File: src/rtl/xc_wb_fwd_pipe_if.sv
// Execute-to-writeback handshake, forwarding ports, register-file write port
// and scoreboard signals of the writeback forwarding pipe.
interface xc_wb_fwd_pipe_if;
  logic        flush;
  logic        ex_valid;
  logic        ex_ready;
  logic        ex_wen;
  logic        ex_wide;
  logic [4:0]  ex_addr;
  logic [31:0] ex_wdata;
  logic [31:0] ex_wdata_hi;
  logic        rd_hold;

  logic        fwd_0_wen;
  logic        fwd_0_wide;
  logic [4:0]  fwd_0_addr;
  logic [31:0] fwd_0_wdata;
  logic [31:0] fwd_0_wdata_hi;

  logic        fwd_1_wen;
  logic        fwd_1_wide;
  logic [4:0]  fwd_1_addr;
  logic [31:0] fwd_1_wdata;
  logic [31:0] fwd_1_wdata_hi;

  logic        rd_wen;
  logic        rd_wide;
  logic [4:0]  rd_addr;
  logic [31:0] rd_wdata;
  logic [31:0] rd_wdata_hi;

  logic        sb_set;
  logic [4:0]  sb_set_addr;
  logic        sb_set_wide;
  logic [31:0] sb_busy;

  // Execute / register-file side
  modport master (
    output flush, ex_valid, ex_wen, ex_wide, ex_addr, ex_wdata, ex_wdata_hi,
           rd_hold, sb_set, sb_set_addr, sb_set_wide,
    input  ex_ready,
           fwd_0_wen, fwd_0_wide, fwd_0_addr, fwd_0_wdata, fwd_0_wdata_hi,
           fwd_1_wen, fwd_1_wide, fwd_1_addr, fwd_1_wdata, fwd_1_wdata_hi,
           rd_wen, rd_wide, rd_addr, rd_wdata, rd_wdata_hi, sb_busy
  );

  // Writeback pipe side
  modport slave (
    input  flush, ex_valid, ex_wen, ex_wide, ex_addr, ex_wdata, ex_wdata_hi,
           rd_hold, sb_set, sb_set_addr, sb_set_wide,
    output ex_ready,
           fwd_0_wen, fwd_0_wide, fwd_0_addr, fwd_0_wdata, fwd_0_wdata_hi,
           fwd_1_wen, fwd_1_wide, fwd_1_addr, fwd_1_wdata, fwd_1_wdata_hi,
           rd_wen, rd_wide, rd_addr, rd_wdata, rd_wdata_hi, sb_busy
  );
endinterface

File: src/rtl/xc_wb_fwd_pipe.sv
// Three-stage writeback pipe (S0/S1 forward, S2 writes the register file).
// Optional XC_WB_SCOREBOARD_EN adds a registered per-GPR pending-write vector.
module xc_wb_fwd_pipe (
  input  logic              clock,
  input  logic              resetn,
  xc_wb_fwd_pipe_if.slave   wb
);

  typedef struct packed {
    logic        wen;
    logic        wide;
    logic [4:0]  addr;
    logic [31:0] wdata;
    logic [31:0] wdata_hi;
  } payload_t;

  logic     s0_vld_q, s0_vld_d;
  logic     s1_vld_q, s1_vld_d;
  logic     s2_vld_q, s2_vld_d;
  payload_t s0_q, s0_d;
  payload_t s1_q, s1_d;
  payload_t s2_q, s2_d;

  logic     retire;
  logic     adv_12;
  logic     adv_01;
  logic     ready;
  logic     accept;
  payload_t cap;
  payload_t s0_out;
  payload_t s1_out;
  payload_t s2_out;

  always_comb begin
    retire = s2_vld_q && !wb.rd_hold;
    adv_12 = s1_vld_q && (!s2_vld_q || retire);
    adv_01 = s0_vld_q && (!s1_vld_q || adv_12);
    ready  = !wb.flush && (!s0_vld_q || adv_01);
    accept = wb.ex_valid && ready;
  end

  // Non-writing payloads are stored as all-zero, because the register file
  // compares forward addresses without looking at wen.
  always_comb begin
    cap          = '0;
    cap.wen      = wb.ex_wen && (wb.ex_addr != 5'd0);
    cap.wide     = wb.ex_wide;
    cap.addr     = wb.ex_wide ? {wb.ex_addr[4:1], 1'b0} : wb.ex_addr;
    cap.wdata    = wb.ex_wdata;
    cap.wdata_hi = wb.ex_wide ? wb.ex_wdata_hi : wb.ex_wdata;
    if (!cap.wen) begin
      cap = '0;
    end
  end

  always_comb begin
    s0_vld_d = s0_vld_q;
    s0_d     = s0_q;
    if (wb.flush) begin
      s0_vld_d = 1'b0;
    end else if (accept) begin
      s0_vld_d = 1'b1;
      s0_d     = cap;
    end else if (adv_01) begin
      s0_vld_d = 1'b0;
    end
  end

  always_comb begin
    s1_vld_d = s1_vld_q;
    s1_d     = s1_q;
    if (wb.flush) begin
      s1_vld_d = 1'b0;
    end else if (adv_01) begin
      s1_vld_d = 1'b1;
      s1_d     = s0_q;
    end else if (adv_12) begin
      s1_vld_d = 1'b0;
    end
  end

  // Flush kills S1 before it can reach S2; S2 itself still retires.
  always_comb begin
    s2_vld_d = s2_vld_q;
    s2_d     = s2_q;
    if (adv_12 && !wb.flush) begin
      s2_vld_d = 1'b1;
      s2_d     = s1_q;
    end else if (retire) begin
      s2_vld_d = 1'b0;
    end
  end

  always_ff @(posedge clock or negedge resetn) begin
    if (!resetn) begin
      s0_vld_q <= 1'b0;
      s1_vld_q <= 1'b0;
      s2_vld_q <= 1'b0;
      s0_q     <= '0;
      s1_q     <= '0;
      s2_q     <= '0;
    end else begin
      s0_vld_q <= s0_vld_d;
      s1_vld_q <= s1_vld_d;
      s2_vld_q <= s2_vld_d;
      s0_q     <= s0_d;
      s1_q     <= s1_d;
      s2_q     <= s2_d;
    end
  end

  always_comb begin
    s0_out = s0_vld_q ? s0_q : '0;
    s1_out = s1_vld_q ? s1_q : '0;
    s2_out = s2_vld_q ? s2_q : '0;
  end

  assign wb.ex_ready       = ready;

  assign wb.fwd_0_wen      = s0_out.wen;
  assign wb.fwd_0_wide     = s0_out.wide;
  assign wb.fwd_0_addr     = s0_out.addr;
  assign wb.fwd_0_wdata    = s0_out.wdata;
  assign wb.fwd_0_wdata_hi = s0_out.wdata_hi;

  assign wb.fwd_1_wen      = s1_out.wen;
  assign wb.fwd_1_wide     = s1_out.wide;
  assign wb.fwd_1_addr     = s1_out.addr;
  assign wb.fwd_1_wdata    = s1_out.wdata;
  assign wb.fwd_1_wdata_hi = s1_out.wdata_hi;

  // A held S2 still presents its destination; only the write strobe drops.
  assign wb.rd_wen         = s2_out.wen && !wb.rd_hold;
  assign wb.rd_wide        = s2_out.wide;
  assign wb.rd_addr        = s2_out.addr;
  assign wb.rd_wdata       = s2_out.wdata;
  assign wb.rd_wdata_hi    = s2_out.wdata_hi;

`ifdef XC_WB_SCOREBOARD_EN
  logic [31:0] sb_busy_q, sb_busy_d;
  logic [31:0] sb_set_mask;
  logic [31:0] sb_clr_mask;

  always_comb begin
    sb_set_mask = '0;
    sb_clr_mask = '0;
    if (wb.sb_set) begin
      if (wb.sb_set_wide) begin
        sb_set_mask[{wb.sb_set_addr[4:1], 1'b0}] = 1'b1;
        sb_set_mask[{wb.sb_set_addr[4:1], 1'b1}] = 1'b1;
      end else begin
        sb_set_mask[wb.sb_set_addr] = 1'b1;
      end
    end
    if (wb.rd_wen) begin
      if (wb.rd_wide) begin
        sb_clr_mask[{wb.rd_addr[4:1], 1'b0}] = 1'b1;
        sb_clr_mask[{wb.rd_addr[4:1], 1'b1}] = 1'b1;
      end else begin
        sb_clr_mask[wb.rd_addr] = 1'b1;
      end
    end
    // Set after clear so a same-cycle set wins; x0 is never pending.
    sb_busy_d    = (sb_busy_q & ~sb_clr_mask) | sb_set_mask;
    sb_busy_d[0] = 1'b0;
  end

  always_ff @(posedge clock or negedge resetn) begin
    if (!resetn) begin
      sb_busy_q <= '0;
    end else begin
      sb_busy_q <= sb_busy_d;
    end
  end

  assign wb.sb_busy = sb_busy_q;
`else
  logic sb_unused;
  assign sb_unused  = ^{wb.sb_set, wb.sb_set_addr, wb.sb_set_wide};
  assign wb.sb_busy = '0;
`endif

endmodule

File: src/flat_wrapper.sv
// flat-port wrapper written by rule: the top's interface ports become plain ports
module xc_wb_fwd_pipe_flat 
  (clock, resetn, wb_flush, wb_ex_valid, wb_ex_wen, wb_ex_wide, wb_ex_addr, wb_ex_wdata, wb_ex_wdata_hi, wb_rd_hold, wb_sb_set, wb_sb_set_addr, wb_sb_set_wide, wb_ex_ready, wb_fwd_0_wen, wb_fwd_0_wide, wb_fwd_0_addr, wb_fwd_0_wdata, wb_fwd_0_wdata_hi, wb_fwd_1_wen, wb_fwd_1_wide, wb_fwd_1_addr, wb_fwd_1_wdata, wb_fwd_1_wdata_hi, wb_rd_wen, wb_rd_wide, wb_rd_addr, wb_rd_wdata, wb_rd_wdata_hi, wb_sb_busy);
  xc_wb_fwd_pipe_if wb_i ();
  input  logic clock;
  input  logic resetn;
  input wire logic [$bits(wb_i.flush)-1:0] wb_flush;
  input wire logic [$bits(wb_i.ex_valid)-1:0] wb_ex_valid;
  input wire logic [$bits(wb_i.ex_wen)-1:0] wb_ex_wen;
  input wire logic [$bits(wb_i.ex_wide)-1:0] wb_ex_wide;
  input wire logic [$bits(wb_i.ex_addr)-1:0] wb_ex_addr;
  input wire logic [$bits(wb_i.ex_wdata)-1:0] wb_ex_wdata;
  input wire logic [$bits(wb_i.ex_wdata_hi)-1:0] wb_ex_wdata_hi;
  input wire logic [$bits(wb_i.rd_hold)-1:0] wb_rd_hold;
  input wire logic [$bits(wb_i.sb_set)-1:0] wb_sb_set;
  input wire logic [$bits(wb_i.sb_set_addr)-1:0] wb_sb_set_addr;
  input wire logic [$bits(wb_i.sb_set_wide)-1:0] wb_sb_set_wide;
  output wire logic [$bits(wb_i.ex_ready)-1:0] wb_ex_ready;
  output wire logic [$bits(wb_i.fwd_0_wen)-1:0] wb_fwd_0_wen;
  output wire logic [$bits(wb_i.fwd_0_wide)-1:0] wb_fwd_0_wide;
  output wire logic [$bits(wb_i.fwd_0_addr)-1:0] wb_fwd_0_addr;
  output wire logic [$bits(wb_i.fwd_0_wdata)-1:0] wb_fwd_0_wdata;
  output wire logic [$bits(wb_i.fwd_0_wdata_hi)-1:0] wb_fwd_0_wdata_hi;
  output wire logic [$bits(wb_i.fwd_1_wen)-1:0] wb_fwd_1_wen;
  output wire logic [$bits(wb_i.fwd_1_wide)-1:0] wb_fwd_1_wide;
  output wire logic [$bits(wb_i.fwd_1_addr)-1:0] wb_fwd_1_addr;
  output wire logic [$bits(wb_i.fwd_1_wdata)-1:0] wb_fwd_1_wdata;
  output wire logic [$bits(wb_i.fwd_1_wdata_hi)-1:0] wb_fwd_1_wdata_hi;
  output wire logic [$bits(wb_i.rd_wen)-1:0] wb_rd_wen;
  output wire logic [$bits(wb_i.rd_wide)-1:0] wb_rd_wide;
  output wire logic [$bits(wb_i.rd_addr)-1:0] wb_rd_addr;
  output wire logic [$bits(wb_i.rd_wdata)-1:0] wb_rd_wdata;
  output wire logic [$bits(wb_i.rd_wdata_hi)-1:0] wb_rd_wdata_hi;
  output wire logic [$bits(wb_i.sb_busy)-1:0] wb_sb_busy;
  assign wb_i.flush = wb_flush;
  assign wb_i.ex_valid = wb_ex_valid;
  assign wb_i.ex_wen = wb_ex_wen;
  assign wb_i.ex_wide = wb_ex_wide;
  assign wb_i.ex_addr = wb_ex_addr;
  assign wb_i.ex_wdata = wb_ex_wdata;
  assign wb_i.ex_wdata_hi = wb_ex_wdata_hi;
  assign wb_i.rd_hold = wb_rd_hold;
  assign wb_i.sb_set = wb_sb_set;
  assign wb_i.sb_set_addr = wb_sb_set_addr;
  assign wb_i.sb_set_wide = wb_sb_set_wide;
  assign wb_ex_ready = wb_i.ex_ready;
  assign wb_fwd_0_wen = wb_i.fwd_0_wen;
  assign wb_fwd_0_wide = wb_i.fwd_0_wide;
  assign wb_fwd_0_addr = wb_i.fwd_0_addr;
  assign wb_fwd_0_wdata = wb_i.fwd_0_wdata;
  assign wb_fwd_0_wdata_hi = wb_i.fwd_0_wdata_hi;
  assign wb_fwd_1_wen = wb_i.fwd_1_wen;
  assign wb_fwd_1_wide = wb_i.fwd_1_wide;
  assign wb_fwd_1_addr = wb_i.fwd_1_addr;
  assign wb_fwd_1_wdata = wb_i.fwd_1_wdata;
  assign wb_fwd_1_wdata_hi = wb_i.fwd_1_wdata_hi;
  assign wb_rd_wen = wb_i.rd_wen;
  assign wb_rd_wide = wb_i.rd_wide;
  assign wb_rd_addr = wb_i.rd_addr;
  assign wb_rd_wdata = wb_i.rd_wdata;
  assign wb_rd_wdata_hi = wb_i.rd_wdata_hi;
  assign wb_sb_busy = wb_i.sb_busy;
  xc_wb_fwd_pipe u_core (.clock(clock), .resetn(resetn), .wb(wb_i));
endmodule
File: config.mk
export PLATFORM = sky130hd
export DESIGN_NAME = xc_wb_fwd_pipe_flat
export DESIGN_NICKNAME = d
export VERILOG_FILES = /design/src/rtl/xc_wb_fwd_pipe_if.sv /design/src/rtl/xc_wb_fwd_pipe.sv /design/src/flat_wrapper.sv
export SDC_FILE = /design/constraint.sdc
export NUM_CORES = 1
export LEC_CHECK = 0
export CAP_MARGIN = 25
export CORE_ASPECT_RATIO = 0.8
export CORE_MARGIN = 2
export CORE_UTILIZATION = 35
export CTS_CLUSTER_DIAMETER = 200
export DETAILED_ROUTE_END_ITERATION = 16
export HOLD_SLACK_MARGIN = 0.02
export MAX_ROUTING_LAYER = met4
export SYNTH_ARGS = -nofsm -noshare
export SYNTH_HDL_FRONTEND = slang
export SYNTH_SLANG_ARGS = --single-unit
File: constraint.sdc
create_clock -name clock -period 2.2 [get_ports clock]
set_input_delay 0.33 -clock clock [delete_from_list [all_inputs] [get_ports clock]]
set_output_delay 0.33 -clock clock [all_outputs]
set_load 0.02 [all_outputs]
# == Yosys cells after proc, flatten, opt, wreduce, memory -nomap -nowiden ==
# Cells that the tools add are included.
# word_totals
ff_bits,216
inputBits,83
output_inout_bits,246
word_cells,55
# classes
muxes,14
bitwise_logic,1
n_reduce_logical,22
# op_table
cell,n
71-bit two-way mux,4
32-bit two-way mux,1
1-bit two-way mux,9
1-bit logical AND,8
3-bit nonzero test,2
1-bit zero test,5
5-bit nonzero test,1
2-bit AND reduction,2
1-bit logical OR,3
2-bit nonzero test,1
1-bit NOT,1

# == Longest topological paths before layout ==
# depth
depth_word,11
depth_mapped,6
ltp_nobuf,3

# == Worst setup path before layout ==
# OpenSTA, ideal clock, no wires.
# synth_path
path_type,input -> register
start,in wb_ex_addr[0]
end,reg u_core.s0_q[10] (netlist name)
setup_ns,0.119
arrival_ns,1.385
required_time_ns,2.081
setup_slack_ns,0.697
cell_stages,5
path_buffers,2
cell_sequence,or4_1 o21ai_2 buf_6 buf_8 o2bb2ai_2
# synth_between
elab_chain_cells,3
# synth_lines
element,line_no,text
"start, declared",flat_wrapper.sv:11,input wire logic [$bits(wb_i.ex_addr)-1:0] wb_ex_addr;
5-bit nonzero test,xc_wb_fwd_pipe.sv:46,cap.wen = wb.ex_wen && (wb.ex_addr != 5'd0);
1-bit logical AND,xc_wb_fwd_pipe.sv:46,
71-bit two-way mux,xc_wb_fwd_pipe.sv:51,if (!cap.wen) begin
"end signal, assigned",xc_wb_fwd_pipe.sv:99,s0_q <= '0;
"end signal, assigned",xc_wb_fwd_pipe.sv:106,s0_q <= s0_d;
"end, declared",xc_wb_fwd_pipe.sv:20,"payload_t s0_q, s0_d;"
# No other way between the ends.
# A chain may end at the register's enable or synchronous reset.

# == Final worst setup path ==
# layout_path
start,reg u_core.s1_vld_q
end,out wb_fwd_1_wdata[2]
# layout_between
elab_chain_cells,1
# layout_lines
element,line_no,text
"start, declared",xc_wb_fwd_pipe.sv:18,"logic s1_vld_q, s1_vld_d;"
"start signal, assigned",xc_wb_fwd_pipe.sv:104,s1_vld_q <= s1_vld_d;
71-bit two-way mux,xc_wb_fwd_pipe.sv:114,s1_out = s1_vld_q ? s1_q : '0;
"end, declared",flat_wrapper.sv:27,output wire logic [$bits(wb_i.fwd_1_wdata)-1:0] wb_fwd_1_wdata;
# No other way between the ends.

==> out/metrics.cfg <==
[outcome]
status=finished clean

[synth]
synth_xor_area_share_pct=0
synth-simple-area-share_pct=16.40
ys_warn_count=0
ys_seq_elements=216
syn-cell-area_um2=10520
yosys.area_share.adder_pct=0
synth_top_area_cell=dfrtp_1
syn_area_per_cell_um2=12.08
yosys-mux-area-fraction_pct=18.83
synth_top_flop_cell=dfrtp_1
synth_edf_count=0
synthArstFlopShare_pct=100.0
yosysSeqAreaShare_pct=51.39
synth_top_family_by_area=multiplexers
netlist_instances=871
synth.area.top_cells=dfrtp_1, and2_1, mux2_2, mux2_1, o2bb2ai_1
yosysUniqueCellTypes=27
synth_top_cell_area_share_pct=51.39
synth_compound_area_share_pct=7.209

[critical_path]
startpoint=u_core.s1_vld_q
crit_fanout=50
reg2reg_to=u_core.s1_q[43]
worstRegToRegCells=5
r2r_start=u_core.s1_vld_q
crit_end=wb_fwd_1_wdata[2]
required_ns=1.87
path_class=flip-flop to primary output
reg2reg_slack_ns=0.36
start_kind=flip-flop
cp-end-kind=primary output
cp.arrival_ns=1.75

[floorplan]
ios=329
start_util_pct=35.74
rows=56
fp.coreArea_um2=29430
die-area_um2=31460
die_h_um=159.1
die_w_um=197.8

[cts]
clkLatencyLatePin_ns=0.52
cts_buffer_depth=3
clock_sinks=216
htreeDepth=1
cts_tree=built
clock_tree.root_cell=clkbuf_16
clkTransAtPathRegs_ns=0.06
cts_buffers=24

[detailed_routing]
initialDrtViolationCount=314
m1WireLength_um=13850
viasPerCell=4.920
routed.top_layer=met4
post_drt_wl_per_cell_um=20.25
vias=7591
dr_wl_met3_um=2634
drc=0
routed_wl_um=31240
ant_nets=0
wl_met2_um=14240
drt-pass1-iter-count=4

[finish]
syn2layout_area_growth_pct=38.21
final_cells=1543
drive_gt1_share_pct=16.41
regArea_um2=5409
utilization_pct=49.40
nFillCells=2814
layout.nets=1230
multi_input_area_um2=4611

[global_route]
grt_usage_pct=20.24
grt_pass1_wl_um=48330
grt_pass1_vias=8021
grt_max_degree=75
gr-total-overflow=0
antenna_found_initial=2

[sta]
fmax_ghz=0.4817
fin_skew_ns=0.007451
finalCritPeriodShare_pct=94.36
whs_ns=0.3215
rsz0062_at_grt=false
layout_min_cycle_time_ns=2.076
final-max-slew-violation-count=0
tns_ns=0
tightest_slew_ns=0.5968
relSlewSlack_pct=60.21
setup_violations=0
worst_slack_ns=0.1242
hold_viol_final=0

[power_and_ir_drop]
powerDensity_nw_per_um2=789.9
ir_drop_mv=0.5032
cellLeakagePower_uw=0.007486

[min_path]
hold_path.class=primary input to async pin

[placement]
portBuffers=289
placed_cells=1493
routabilityCongestion=0.8120
place_ws_ns=0.04810
place_hpwl_um=21760

[run]
drv_cap=0

metrics by stage:
stage | cell area, um^2 | total power, uW
2_1_floorplan | 10630 | 6413
3_3_place_gp | 13890 | 7337
3_5_place_dp | 13890 | 7399
4_1_cts | 14520 | 11660
5_1_grt | 14540 | 12080
6_report | 14540 | 11480
worst min path at each step:
stage	endpoint	slack [ns]	depth (start not counted)
after CTS	u_core.s0_q[69]	0.31	4
after floorplan	u_core.s0_q[0]	0.03	0
final	u_core.s1_q[55]	0.32	2
after global placement	u_core.s2_q[55]	0.28	1
after global routing	u_core.s1_q[55]	0.34	2
after detailed placement	u_core.s2_q[55]	0.28	1
kinds of logic after synthesis:
kind of cell / count (synthesis)
AND/OR/NAND/NOR: 292
flip-flops: 216
multiplexers: 176
buffers and inverters: 112
AO/OA/AOI/OAI: 74
other: 1
layer usage:
metal	vias up	GRT usage [%]
met4	0	3.486
li1	3491	-
met1	3822	26.13
met5	-	-
met2	241	31.74
met3	37	6.227
cell usage after synthesis (4+ instances only):
library cell    n
and2_1        208
buf_2          20
buf_4          41
clkbuf_1       39
dfrtp_1       216
inv_1           7
mux2_1         81
mux2_2         94
nand3_1        66
nand4_1         4
nor2_1          7
o21ai_1         4
o2bb2ai_1      45
o2bb2ai_2      20
sequential cells by signal, summed over array words and instances, names as in the netlist:
| signal | count |
|---|---|
| u_core.s0_vld_q | 1 |
| u_core.s2_q | 71 |
| u_core.s1_q | 71 |
| u_core.s1_vld_q | 1 |
| u_core.s2_vld_q | 1 |
| u_core.s0_q | 71 |
repair_timing:
| action | CTS | global route |
|---|---|---|
| setup endpoints to repair | 211 | 3 |
| endpoints found under the hold margin | 49 | 0 |
| hold buffers | 1 | 0 |
| buffers inserted | 4 | 0 |
| cloned | 0 | 0 |
| resized for setup | 215 | 3 |
power breakdown:
group | leakage [uW] | switching, uW | internal [uW]
Combinational | 0.00424 | 929 | 993
Sequential | 0.00284 | 502 | 4760
Clock | 0.000408 | 1610 | 2680
layout make-up:
type / instances / share of cell area (%)
multi-input cells: 574 / 31.72
clock inverters: 5 / 0.8607
diodes: 2 / 0.03443
repair buffers: 324 / 21.84
clock buffers: 38 / 4.915
inverters: 7 / 0.1808
well taps: 377 / 3.245
flip-flops and latches: 216 / 37.21
critical path, stage by stage (launching register included):
cell and delay (ns):
dfrtp_2 0.44, buf_12 0.24, and2_1 0.19, dlygate4sd2_1 0.33
placed cells by master (no fill, tap or decap), drive strengths merged:
cell type        n
nand3           66
a21oi            1
dfrtp          216
and3b            1
mux2           175
nor2             7
a41oi            2
nand2            3
conb            32
inv              7
clkinv           1
clkdlybuf4s50   72
nand4            4
clkbuf          38
mux2i            1
diode            2
dlygate4sd3      1
dlygate4sd2    211
and2           208
bufinv           4
or4              1
buf             37
o21ai            6
dlymetal6s2s     3
o2bb2ai         65
nand3b           2
Note: power is estimated with default switching activity, not from simulation.
==> RTL edit (config.mk and constraints unchanged) <==
The option `XC_WB_SCOREBOARD_EN` is turned on by a define.
--- a/src/rtl/xc_wb_fwd_pipe.sv
+++ b/src/rtl/xc_wb_fwd_pipe.sv
@@ -1,4 +1,6 @@
 // Three-stage writeback pipe (S0/S1 forward, S2 writes the register file).
 // Optional XC_WB_SCOREBOARD_EN adds a registered per-GPR pending-write vector.
+`define XC_WB_SCOREBOARD_EN
+
 module xc_wb_fwd_pipe (
   input  logic              clock,
Formal check against the unedited RTL: not equivalent (Yosys sat finds a counterexample within 4 cycles, from zero or initial values and one cycle with resetn low).
==> RTL edit against the original RTL <==
  * Die area increased by 14%
  * Total power increased by 12%
  * Setup slack got worse by 0.012 ns
  * Count of clock-buffer cells in the layout increased by 4
  * Design area increased by 15%
  * Sequential cell count increased by 31
  * Register-to-register slack improved by 0.04 ns
  * Clock power decreased by 4%
  * Sequential power increased by 16%
  * Wire length increased by 20%
  * Synthesized area increased by 15%
  * Highest routed layer unchanged
==> RTL edit: results (changes against the original RTL) <==
status - completed (unchanged)
dpl hpwl - 27.0 mm (was 21.8 mm)
layout cells sized above 1 - 15.4% (was 16.4%)
non-clock inverter count in the final layout - 15 (was 7)
most frequent cells after synthesis - dfrtp_1 (247), and2_1 (206), mux2_1 (109) (was dfrtp_1 (216), and2_1 (208), mux2_2 (94))
Initial DRC Count - 403 (was 314)
Reg area - 6180 µm² (was 5410 µm²)
placed insts - 1726 (was 1493)
Synth Area in Compound Gates - 11.4% (was 7.21%)
Met1 Wirelength - 16.3 mm (was 13.9 mm)
Worst Path Max Fanout - 52 (was 50)
largest net degree at the start of global routing - 65 (was 75)
fillers - 3147 (was 2814)
worst clock skew - 0.0103 ns (was 0.00745 ns)
LEAKAGE - 8.15 nW (was 7.49 nW)
clkbuf count - 42 (was 38)
met2 Usage GRT - 34.4% (was 31.7%)
met2 wire length - 17.7 mm (was 14.2 mm)
first-pass GRT wire length - 58.0 mm (was 48.3 mm)
met1 Resource Use GR - 27.4% (was 26.1%)
Worst setup startpoint - u_core.s0_vld_q$_DFFE_PN0P_ (was u_core.s1_vld_q$_DFFE_PN0P_)
worst hold-check path type - in2reg (was in2async)
initial antenna violation count - 3 (was 2)
Worst slew margin - 54.7% (was 60.2%)
vias in the first global route - 9652 (was 8021)
gr usage total - 21.5% (was 20.2%)
Clock Sinks - 247 (was 216)
Worst VDD drop - 0.000470 V (was 0.000503 V)
post-CTS setup repair buffer count - 0 (was 4)
Logic power comb - 0.00258 W (was 0.00192 W)
number of distinct library cells after synthesis - 43 (was 27)
Layout non-clock buf frac - 22.2% (was 21.8%)
ClkCell Share - 4.63% (was 5.78%)
vias - 9182 (was 7591)
## RTL edit: logic make-up (layout without fill, tap and decap cells)
| family | after synthesis | count (layout) |
|---|---|---|
| compound gates | 142 | 142 |
| buf+inv | 102 | 442 |
| flops | 247 | 247 |
| mux | 176 | 176 |
| other cells | 1 | 4 |
| simple gates | 331 | 331 |
## RTL edit: worst max-delay path: stages (launching register included)
cell and delay, ns:
dfrtp_2 0.40, buf_12 0.20, and2_1 0.16, dlygate4sd2_1 0.39
## RTL edit: through the flow
step                      total power (W)  area (µm²)  setup TNS [ns]  setup WS [ns]
after floorplan                   0.00750       12100               0          0.624
after global placement            0.00885       16100         -0.0379        -0.0379
after detailed placement          0.00892       16100           -2.15        -0.0657
after CTS                          0.0130       16600          -0.130         -0.130
after global routing               0.0135       16700               0        0.00171
final                              0.0128       16700               0          0.112
